$ cat config.mk
export PLATFORM = sky130hd
export DESIGN_NAME = sync_fifo_ctrl
export DESIGN_NICKNAME = d
export VERILOG_FILES = /design/src/rtl/sync_fifo_pkg.sv /design/src/rtl/sync_fifo_ctrl_fifomem.sv /design/src/rtl/sync_fifo_ctrl.sv
export SDC_FILE = /design/constraint.sdc
export NUM_CORES = 1
export LEC_CHECK = 0
export ABC_AREA = 1
export CORE_ASPECT_RATIO = 1.75
export CORE_UTILIZATION = 35
export CTS_CLUSTER_DIAMETER = 50
export DETAILED_ROUTE_END_ITERATION = 10
export DONT_BUFFER_PORTS = 1
export HOLD_SLACK_MARGIN = 0.05
export PLACE_DENSITY = 0.58
export SKIP_CTS_REPAIR_TIMING = 1
export SYNTH_ARGS = -nofsm -noshare
export SYNTH_HDL_FRONTEND = slang
export SYNTH_SLANG_ARGS = --single-unit
$ cat constraint.sdc
create_clock -name clk -period 2.8 [get_ports clk]
set_input_delay 0.56 -clock clk [delete_from_list [all_inputs] [get_ports clk]]
set_output_delay 0.56 -clock clk [all_outputs]
set_load 0.02 [all_outputs]
$ cat src/rtl/sync_fifo_pkg.sv
// Shared helpers and types for the single-clock FIFO controller.
// Latency: n/a (compile-time only).
// Backpressure: n/a.
package sync_fifo_pkg;

  // Pointer width: one extra wrap bit above the memory address.
  function automatic int ptr_w(input int addrsize);
    return addrsize + 1;
  endfunction

  // Number of entries addressed by an address of the given width.
  function automatic int depth_of(input int addrsize);
    return 1 << addrsize;
  endfunction

  // Address width needed to cover a given depth.
  function automatic int addr_w(input int depth);
    return $clog2(depth);
  endfunction

  // Registered status flags, all derived from the next occupancy.
  typedef struct packed {
    logic full;
    logic afull;
    logic empty;
    logic aempty;
  } flags_t;

endpackage

$ cat src/rtl/sync_fifo_ctrl_fifomem.sv
// Dual-port storage array: synchronous write, combinational read.
// Latency: a write is visible on rdata the cycle after its edge; read is 0-cycle.
// Backpressure: none; the caller gates writes, and wfull blocks them as a guard.
module fifomem #(
  parameter int DATASIZE = 8,
  parameter int ADDRSIZE = 4
) (
  input  logic                wclk,
  input  logic                wclken,
  input  logic                wfull,
  input  logic [ADDRSIZE-1:0] waddr,
  input  logic [ADDRSIZE-1:0] raddr,
  input  logic [DATASIZE-1:0] wdata,
  output logic [DATASIZE-1:0] rdata
);

  localparam int DEPTH = 1 << ADDRSIZE;

  logic [DATASIZE-1:0] mem [DEPTH];

  assign rdata = mem[raddr];

  // Store the incoming word; contents are deliberately not reset.
  always_ff @(posedge wclk) begin
    if (wclken && !wfull) mem[waddr] <= wdata;
  end

endmodule

$ cat src/rtl/sync_fifo_ctrl.sv
// Single-clock FWFT FIFO: pointers, occupancy and registered flags around fifomem.
// Latency: a written word reaches rdata one cycle after its write edge.
// Backpressure: writes dropped while wfull, reads dropped while rempty; SYNC_FIFO_ERR_EN adds sticky overflow/underflow.
module sync_fifo_ctrl
  import sync_fifo_pkg::*;
#(
  parameter int DATASIZE     = 8,
  parameter int ADDRSIZE     = 4,
  parameter int AFULL_LEVEL  = (1 << ADDRSIZE) - 2,
  parameter int AEMPTY_LEVEL = 2
) (
  input  logic                clk,
  input  logic                rst_n,
  input  logic                winc,
  input  logic [DATASIZE-1:0] wdata,
  output logic                wfull,
  output logic                walmost_full,
  input  logic                rinc,
  output logic [DATASIZE-1:0] rdata,
  output logic                rempty,
  output logic                ralmost_empty,
  output logic [ADDRSIZE:0]   count
`ifdef SYNC_FIFO_ERR_EN
  ,
  input  logic                err_clr,
  output logic                overflow,
  output logic                underflow
`endif
);

  localparam int DEPTH = depth_of(ADDRSIZE);

  typedef logic [ptr_w(ADDRSIZE)-1:0] ptr_t;

  localparam ptr_t DEPTH_C  = ptr_t'(DEPTH);
  localparam ptr_t AFULL_C  = ptr_t'(AFULL_LEVEL);
  localparam ptr_t AEMPTY_C = ptr_t'(AEMPTY_LEVEL);

  if (!(AEMPTY_LEVEL > 0 && AEMPTY_LEVEL < AFULL_LEVEL && AFULL_LEVEL < DEPTH)) begin : g_bad_levels
    $fatal(1, "sync_fifo_ctrl: thresholds must satisfy 0 < AEMPTY_LEVEL < AFULL_LEVEL < DEPTH");
  end

  ptr_t   wptr, rptr, cnt_nxt;
  flags_t flg, flg_nxt;
  logic   we, re;

  assign we = winc & ~flg.full;
  assign re = rinc & ~flg.empty;

  assign wfull         = flg.full;
  assign walmost_full  = flg.afull;
  assign rempty        = flg.empty;
  assign ralmost_empty = flg.aempty;

  // Next occupancy and the flags it implies; flags are registered from this.
  always_comb begin
    cnt_nxt        = count + ptr_t'(we) - ptr_t'(re);
    flg_nxt        = '0;
    flg_nxt.full   = (cnt_nxt == DEPTH_C);
    flg_nxt.afull  = (cnt_nxt >= AFULL_C);
    flg_nxt.empty  = (cnt_nxt == '0);
    flg_nxt.aempty = (cnt_nxt <= AEMPTY_C);
  end

  // Pointer, occupancy and flag state; reset forces empty so stale words never look valid.
  always_ff @(posedge clk or negedge rst_n) begin
    if (!rst_n) begin
      wptr  <= '0;
      rptr  <= '0;
      count <= '0;
      flg   <= '{full: 1'b0, afull: 1'b0, empty: 1'b1, aempty: 1'b1};
    end else begin
      if (we) wptr <= wptr + 1'b1;
      if (re) rptr <= rptr + 1'b1;
      count <= cnt_nxt;
      flg   <= flg_nxt;
    end
  end

`ifdef SYNC_FIFO_ERR_EN
  // Sticky illegal-request flags; a new event in the same cycle beats err_clr.
  always_ff @(posedge clk or negedge rst_n) begin
    if (!rst_n) begin
      overflow  <= 1'b0;
      underflow <= 1'b0;
    end else begin
      if (winc && flg.full)       overflow <= 1'b1;
      else if (err_clr)           overflow <= 1'b0;
      if (rinc && flg.empty)      underflow <= 1'b1;
      else if (err_clr)           underflow <= 1'b0;
    end
  end
`endif

  fifomem #(
    .DATASIZE(DATASIZE),
    .ADDRSIZE(ADDRSIZE)
  ) u_mem (
    .wclk  (clk),
    .wclken(we),
    .wfull (wfull),
    .waddr (wptr[ADDRSIZE-1:0]),
    .raddr (rptr[ADDRSIZE-1:0]),
    .wdata (wdata),
    .rdata (rdata)
  );

endmodule

Word level (Yosys, flattened, before mapping)
Memories as Yosys holds them, arrays and structs flattened.
Cells that the tools add are included.
- output and inout bits: 17
- bits in writable memories: 128
- memories: 1
- input port bits: 12
- flip-flop bits (word level): 19
- word-level logic and storage cells: 24
- $lt $le $gt $ge: 2
- reduce and logical (&&, ||, !) cells: 3
- bitwise gates (word level): 4
- $add $sub $neg: 4
- mux-type cells: 2
- eq/ne operators: 1
- memory list (name ; depth ; bits a word ; read ports ; clocked after memory_dff ; write ports ; line ; text):
    u_mem.mem ; 16 ; 8 ; 1 ; 0 ; 1 ; sync_fifo_ctrl_fifomem.sv:19 ; logic [DATASIZE-1:0] mem [DEPTH];
- operators by type and width (cell ; count):
    $add A5 B1 Y5 const B ; 2
    $add A5 B1 Y5 ; 1
    $eq A5 B5 Y1 const B ; 1
    $ge A5 B4 Y1 const B ; 1
    $le A5 B2 Y1 const B ; 1
    $logic_not A5 Y1 ; 1
    $sub A5 B1 Y5 ; 1
    $and A1 B1 Y1 ; 2
    $mux W1 ; 2
    $not A1 Y1 ; 2
    $logic_and A1 B1 Y1 ; 1
    $logic_not A1 Y1 ; 1

Logic depth before layout (Yosys ltp)
- depth after elaboration: 5
- depth in mapped cells: 13
- gate-level depth less buffers: 13

Modules after synthesis
A second synthesis with hierarchy kept.
- cells, all modules: 640
- area total of the unflattened synthesis: 6517.5 sq um
- modules (own cells, without submodules) (module ; area each (sq um) ; cells each ; instances ; seq. area each (sq um)):
    fifomem ; 5617.9 ; 545 ; 1 ; 3843.7
    sync_fifo_ctrl ; 899.6 ; 95 ; 1 ; 427.9

Worst setup path before layout
OpenSTA, ideal clock, no wires.
- path kind: input to register
- from: input port winc
- to: register flg, in the netlist wfull
- path slack: 0.329 ns
- required time: 2.729 ns
- path buffers: 0
- setup time: 0.071 ns
- data arrival time: 2.399 ns
- stages on the path: 11
- cells stage by stage: inv_1 > nor2_2 > inv_1 > ha_1 > inv_1 > ha_1 > fa_1 > or2_2 > nor2_1 > nand3_1 > nor2_1
- RTL lines (what ; line ; text):
    start, declared ; sync_fifo_ctrl.sv:14 ; input logic winc,
    end signal, assigned ; sync_fifo_ctrl.sv:71 ; flg <= '{full: 1'b0, afull: 1'b0, empty: 1'b1, aempty: 1'b1};
    end signal, assigned ; sync_fifo_ctrl.sv:76 ; flg <= flg_nxt;
    end, declared ; sync_fifo_ctrl.sv:44 ; flags_t flg, flg_nxt;

Worst setup path in the final report
- from: register rptr[0]
- to: output port rdata[0]
- longest elaborated chain between the ends: 1
- RTL lines (what ; line ; text):
    start, declared ; sync_fifo_ctrl.sv:43 ; ptr_t wptr, rptr, cnt_nxt;
    start signal, assigned ; sync_fifo_ctrl.sv:74 ; if (re) rptr <= rptr + 1'b1;
    $mem_v2 Z16 W8 ; -- ;
    end, declared ; sync_fifo_ctrl.sv:19 ; output logic [DATASIZE-1:0] rdata,
Every way passes these cells.

==> summary.txt <==
Status
  • Outcome: finished, final reports clean

Global routing
  • Final global-route overflow total: 0
  • Initial antenna violation count: 0
  • Maximum number of pins on one net before global-route repair: 46
  • Met2 Track Usage GR: 29.27%
  • Wire length of the first global-routing pass: 22.86 mm
  • Most used routing layer in global routing: met2
  • Gr usage total: 16.26%
  • Via count of the first global-routing pass: 4,378
  • Global-route met1 utilization: 16.73%
  • Met3 Track Usage GR: 3.429%

Timing
  • Setup repair after global routing missed its margin: no
  • Final critical delay including setup and external delays: 2592 ps
  • Final worst-path cycle share: 92.57%
  • Final hold violations: 0
  • Final-report setup violation count: 0
  • Worst-Margin Slew: 829.2 ps
  • Max-slew violations: 0
  • Post-Route Setup TNS: 0 ps
  • Worst max-slew margin expressed relative to the limit: 44.54%
  • Max Clock Freq: 0.3858 GHz
  • Fin Clk Skew: 8.019 ps

Final layout
  • Fill cell count: 1,728
  • Fraction of final layout cells sized beyond drive strength 1: 9.741%
  • Final instance area: 0.007441 mm²
  • Syn-to-layout area delta: 14.34%
  • Antenna cell count: 0
  • Number of nets in the final layout: 667
  • Multi-input logic area: 0.001565 mm²
  • Area taken by flip-flops and latches: 0.004273 mm²

Logic synthesis
  • Top-area cell type share of the netlist area: 59.07%
  • Top post-synthesis cells by area: sky130_fd_sc_hd__edfxtp_1 (59%), sky130_fd_sc_hd__nand3_1 (9.2%), sky130_fd_sc_hd__nand2_1 (8.1%), sky130_fd_sc_hd__inv_1 (7.4%), sky130_fd_sc_hd__dfrtp_1 (5.8%)
  • Cell type with the highest aggregate area in the netlist: sky130_fd_sc_hd__edfxtp_1
  • Count of state elements after synthesis: 145
  • Gate count after technology mapping: 627
  • Number of unique standard cell types used by synthesis: 25
  • Syn_nets: 650
  • Syn Area/Cell: 10.38 µm²
  • Synth Cell Area: 0.006507 mm²
  • Yosys Warn Count: 0
  • Portion of the post-synthesis area used by sequential elements: 65.64%

Worst hold path
  • Class of the most critical hold timing path: input pin to flop
  • Number of cells traversed by the worst hold path: 0

Worst setup path
  • Worst path arrival time: 2030 ps
  • Setup crit end kind: output pin
  • Kind of launch point of the worst setup path: flop
  • Worst Reg2Reg Path Length in Cells: 9
  • Required time worst endpoint: 2240 ps
  • Category of the critical setup timing path: flop to output pin
  • Crit-path max FO: 30

CTS
  • Clock transition at the registers of the reported paths: 60 ps
  • H-tree level count: 4
  • Clock tree root driver cell: sky130_fd_sc_hd__clkbuf_16
  • Later-pin clock latency in the skew report: 420 ps
  • Total number of clock tree sinks: 145
  • Maximum count of clock buffers along a single path: 2
  • TritonCTS clock tree: yes
  • Cts bufs inserted: 17

Detailed routing
  • Initial DRC Count: 188
  • Wirelength per Cell: 16.12 µm
  • Average via count per standard cell: 4.675
  • Residual DRC count: 0
  • Residual antenna-violating net count after detailed routing: 0
  • Via count: 4,165
  • Final routed wirelength across all metal layers: 14.36 mm
  • Number of detailed-route iterations in the first pass: 4

Floorplan
  • Floorplan Core Area: 0.01814 mm²
  • Starting density of the core: 35.88%
  • Die outline height: 182.4 µm
  • Floorplan die area: 0.01916 mm²
  • Site Rows: 65
  • Die W: 105.1 µm
  • Number of top-level design ports: 29

Power
  • Max IR drop VDD: 0.0005718 V
  • Leakage: 3.213 nW
  • Power density cells: 1073 mW/mm²

Placed design
  • Final HPWL DP: 9.833 mm
  • Placer Congestion: 0.7946
  • Number of port buffers: 0
  • Total placed instance area: 0.006808 mm²

Run
  • Max-capacitance violation count: 0
[final timing paths]
check,from,to,slack (ps)
setup / recovery,rptr[0],rdata[0],210
hold / removal,wdata[5],u_mem.mem[0][5],230
setup reg to reg,rempty,wfull,420
hold reg to reg,wptr[0],wptr[0],550
max in group asynchronous,rst_n,rptr[0],1550
min in group asynchronous,rst_n,count[2],680
[where the power goes]
| part | switching (mW) | internal, mW |
|---|---|---|
| sequential | 0.274 | 2.69 |
| combinational | 1.84 | 0.836 |
| clock | 0.903 | 1.44 |
[metal layers]
metal / part of all wire, % / vias to the layer above
met5: 0 / -
met4: 4.5 / 0
met3: 4.5 / 34
met2: 54 / 106
met1: 37 / 1983
li1: - / 2042
[flip-flops by register name (all words and copies together) (netlist names)]
| register | flops |
|---|---|
| u_mem.mem | 128 |
| wptr | 4 |
| wfull | 1 |
| ralmost_empty | 1 |
| count | 5 |
| rempty | 1 |
| rptr | 4 |
| walmost_full | 1 |
[layout by cell type, fill, tap and decap left out, types with 3 or more instances in the layout]
cell type	netlist	routed
sky130_fd_sc_hd__inv_1	129	129
sky130_fd_sc_hd__clkinv_4	0	4
sky130_fd_sc_hd__nor2_1	21	21
sky130_fd_sc_hd__clkbuf_16	0	17
sky130_fd_sc_hd__inv_6	0	4
sky130_fd_sc_hd__or2_2	3	3
sky130_fd_sc_hd__ha_1	10	10
sky130_fd_sc_hd__buf_4	7	21
sky130_fd_sc_hd__bufinv_16	0	3
sky130_fd_sc_hd__xor2_1	6	6
sky130_fd_sc_hd__clkinvlp_4	0	3
sky130_fd_sc_hd__dfrtp_1	15	14
sky130_fd_sc_hd__nand3_1	119	119
sky130_fd_sc_hd__nand2_1	140	140
sky130_fd_sc_hd__edfxtp_1	128	128
sky130_fd_sc_hd__or2_0	14	14
[area by class of cell]
| type | instances | share of cell area (%) |
|---|---|---|
| Tap cell | 234 | 3.935 |
| Sequential cell | 145 | 57.42 |
| Timing Repair Buffer | 23 | 2.522 |
| Multi-Input combinational cell | 324 | 21.04 |
| Clock inverter | 14 | 2.421 |
| Inverter | 133 | 6.760 |
| Clock buffer | 18 | 5.902 |
[cells in the mapped netlist]
cell type                  instances
sky130_fd_sc_hd__or2_2             3
sky130_fd_sc_hd__nor2_2            1
sky130_fd_sc_hd__xnor2_1           1
sky130_fd_sc_hd__a22oi_1           1
sky130_fd_sc_hd__edfxtp_1        128
sky130_fd_sc_hd__ha_1             10
sky130_fd_sc_hd__buf_6             5
sky130_fd_sc_hd__or2_0            14
sky130_fd_sc_hd__buf_2            11
sky130_fd_sc_hd__nand3_1         119
sky130_fd_sc_hd__nor2_1           21
sky130_fd_sc_hd__clkinv_1          2
sky130_fd_sc_hd__o21ai_0           2
sky130_fd_sc_hd__dfstp_2           2
sky130_fd_sc_hd__fa_1              1
sky130_fd_sc_hd__nand2_1         140
sky130_fd_sc_hd__clkbuf_1          2
sky130_fd_sc_hd__inv_1           129
sky130_fd_sc_hd__and2_1            1
sky130_fd_sc_hd__a21oi_1           2
sky130_fd_sc_hd__xor2_1            6
sky130_fd_sc_hd__dfrtp_1          15
sky130_fd_sc_hd__nand4_1           2
sky130_fd_sc_hd__buf_4             7
sky130_fd_sc_hd__inv_2             2
[stage by stage]
| step | power (mW) | std cells | util [%] | worst slack, ps | hold slack (ps) |
|---|---|---|---|---|---|
| finish | 7.986 | 891 | 41.03 | 208.1 | 233.4 |
| global route | 8.501 | 891 | 41.03 | 32.59 | 207.8 |
| CTS | 8.075 | 890 | 40.95 | 89.69 | -196.0 |
| detailed placement | 5.713 | 858 | 37.54 | 377.8 | 264.8 |
| global placement | 5.624 | 858 | 37.54 | 416.9 | 264.9 |
| floorplan | 5.057 | 627 | - | 329.4 | 264.4 |
[critical path, stage by stage (launching register included)]
cell and delay [ps]:
sky130_fd_sc_hd__dfrtp_2 560, sky130_fd_sc_hd__inv_2 110, sky130_fd_sc_hd__buf_4 320, sky130_fd_sc_hd__nand2_1 110
sky130_fd_sc_hd__nand3_1 110, sky130_fd_sc_hd__nand3_1 110, sky130_fd_sc_hd__nand3_1 120, sky130_fd_sc_hd__nand2_1 170
[cell families (layout without fill, tap and decap cells)]
kind of cell,Yosys count,in the layout,share of synthesized area [%]
flops,145,145,65.64
compound gates,5,5,0.4231
fa+ha+maj,11,11,2.230
simple gates,301,301,20.46
buf+inv,158,188,10.31
xor+xnor,7,7,0.9421
(Power assumes the default switching activity.)
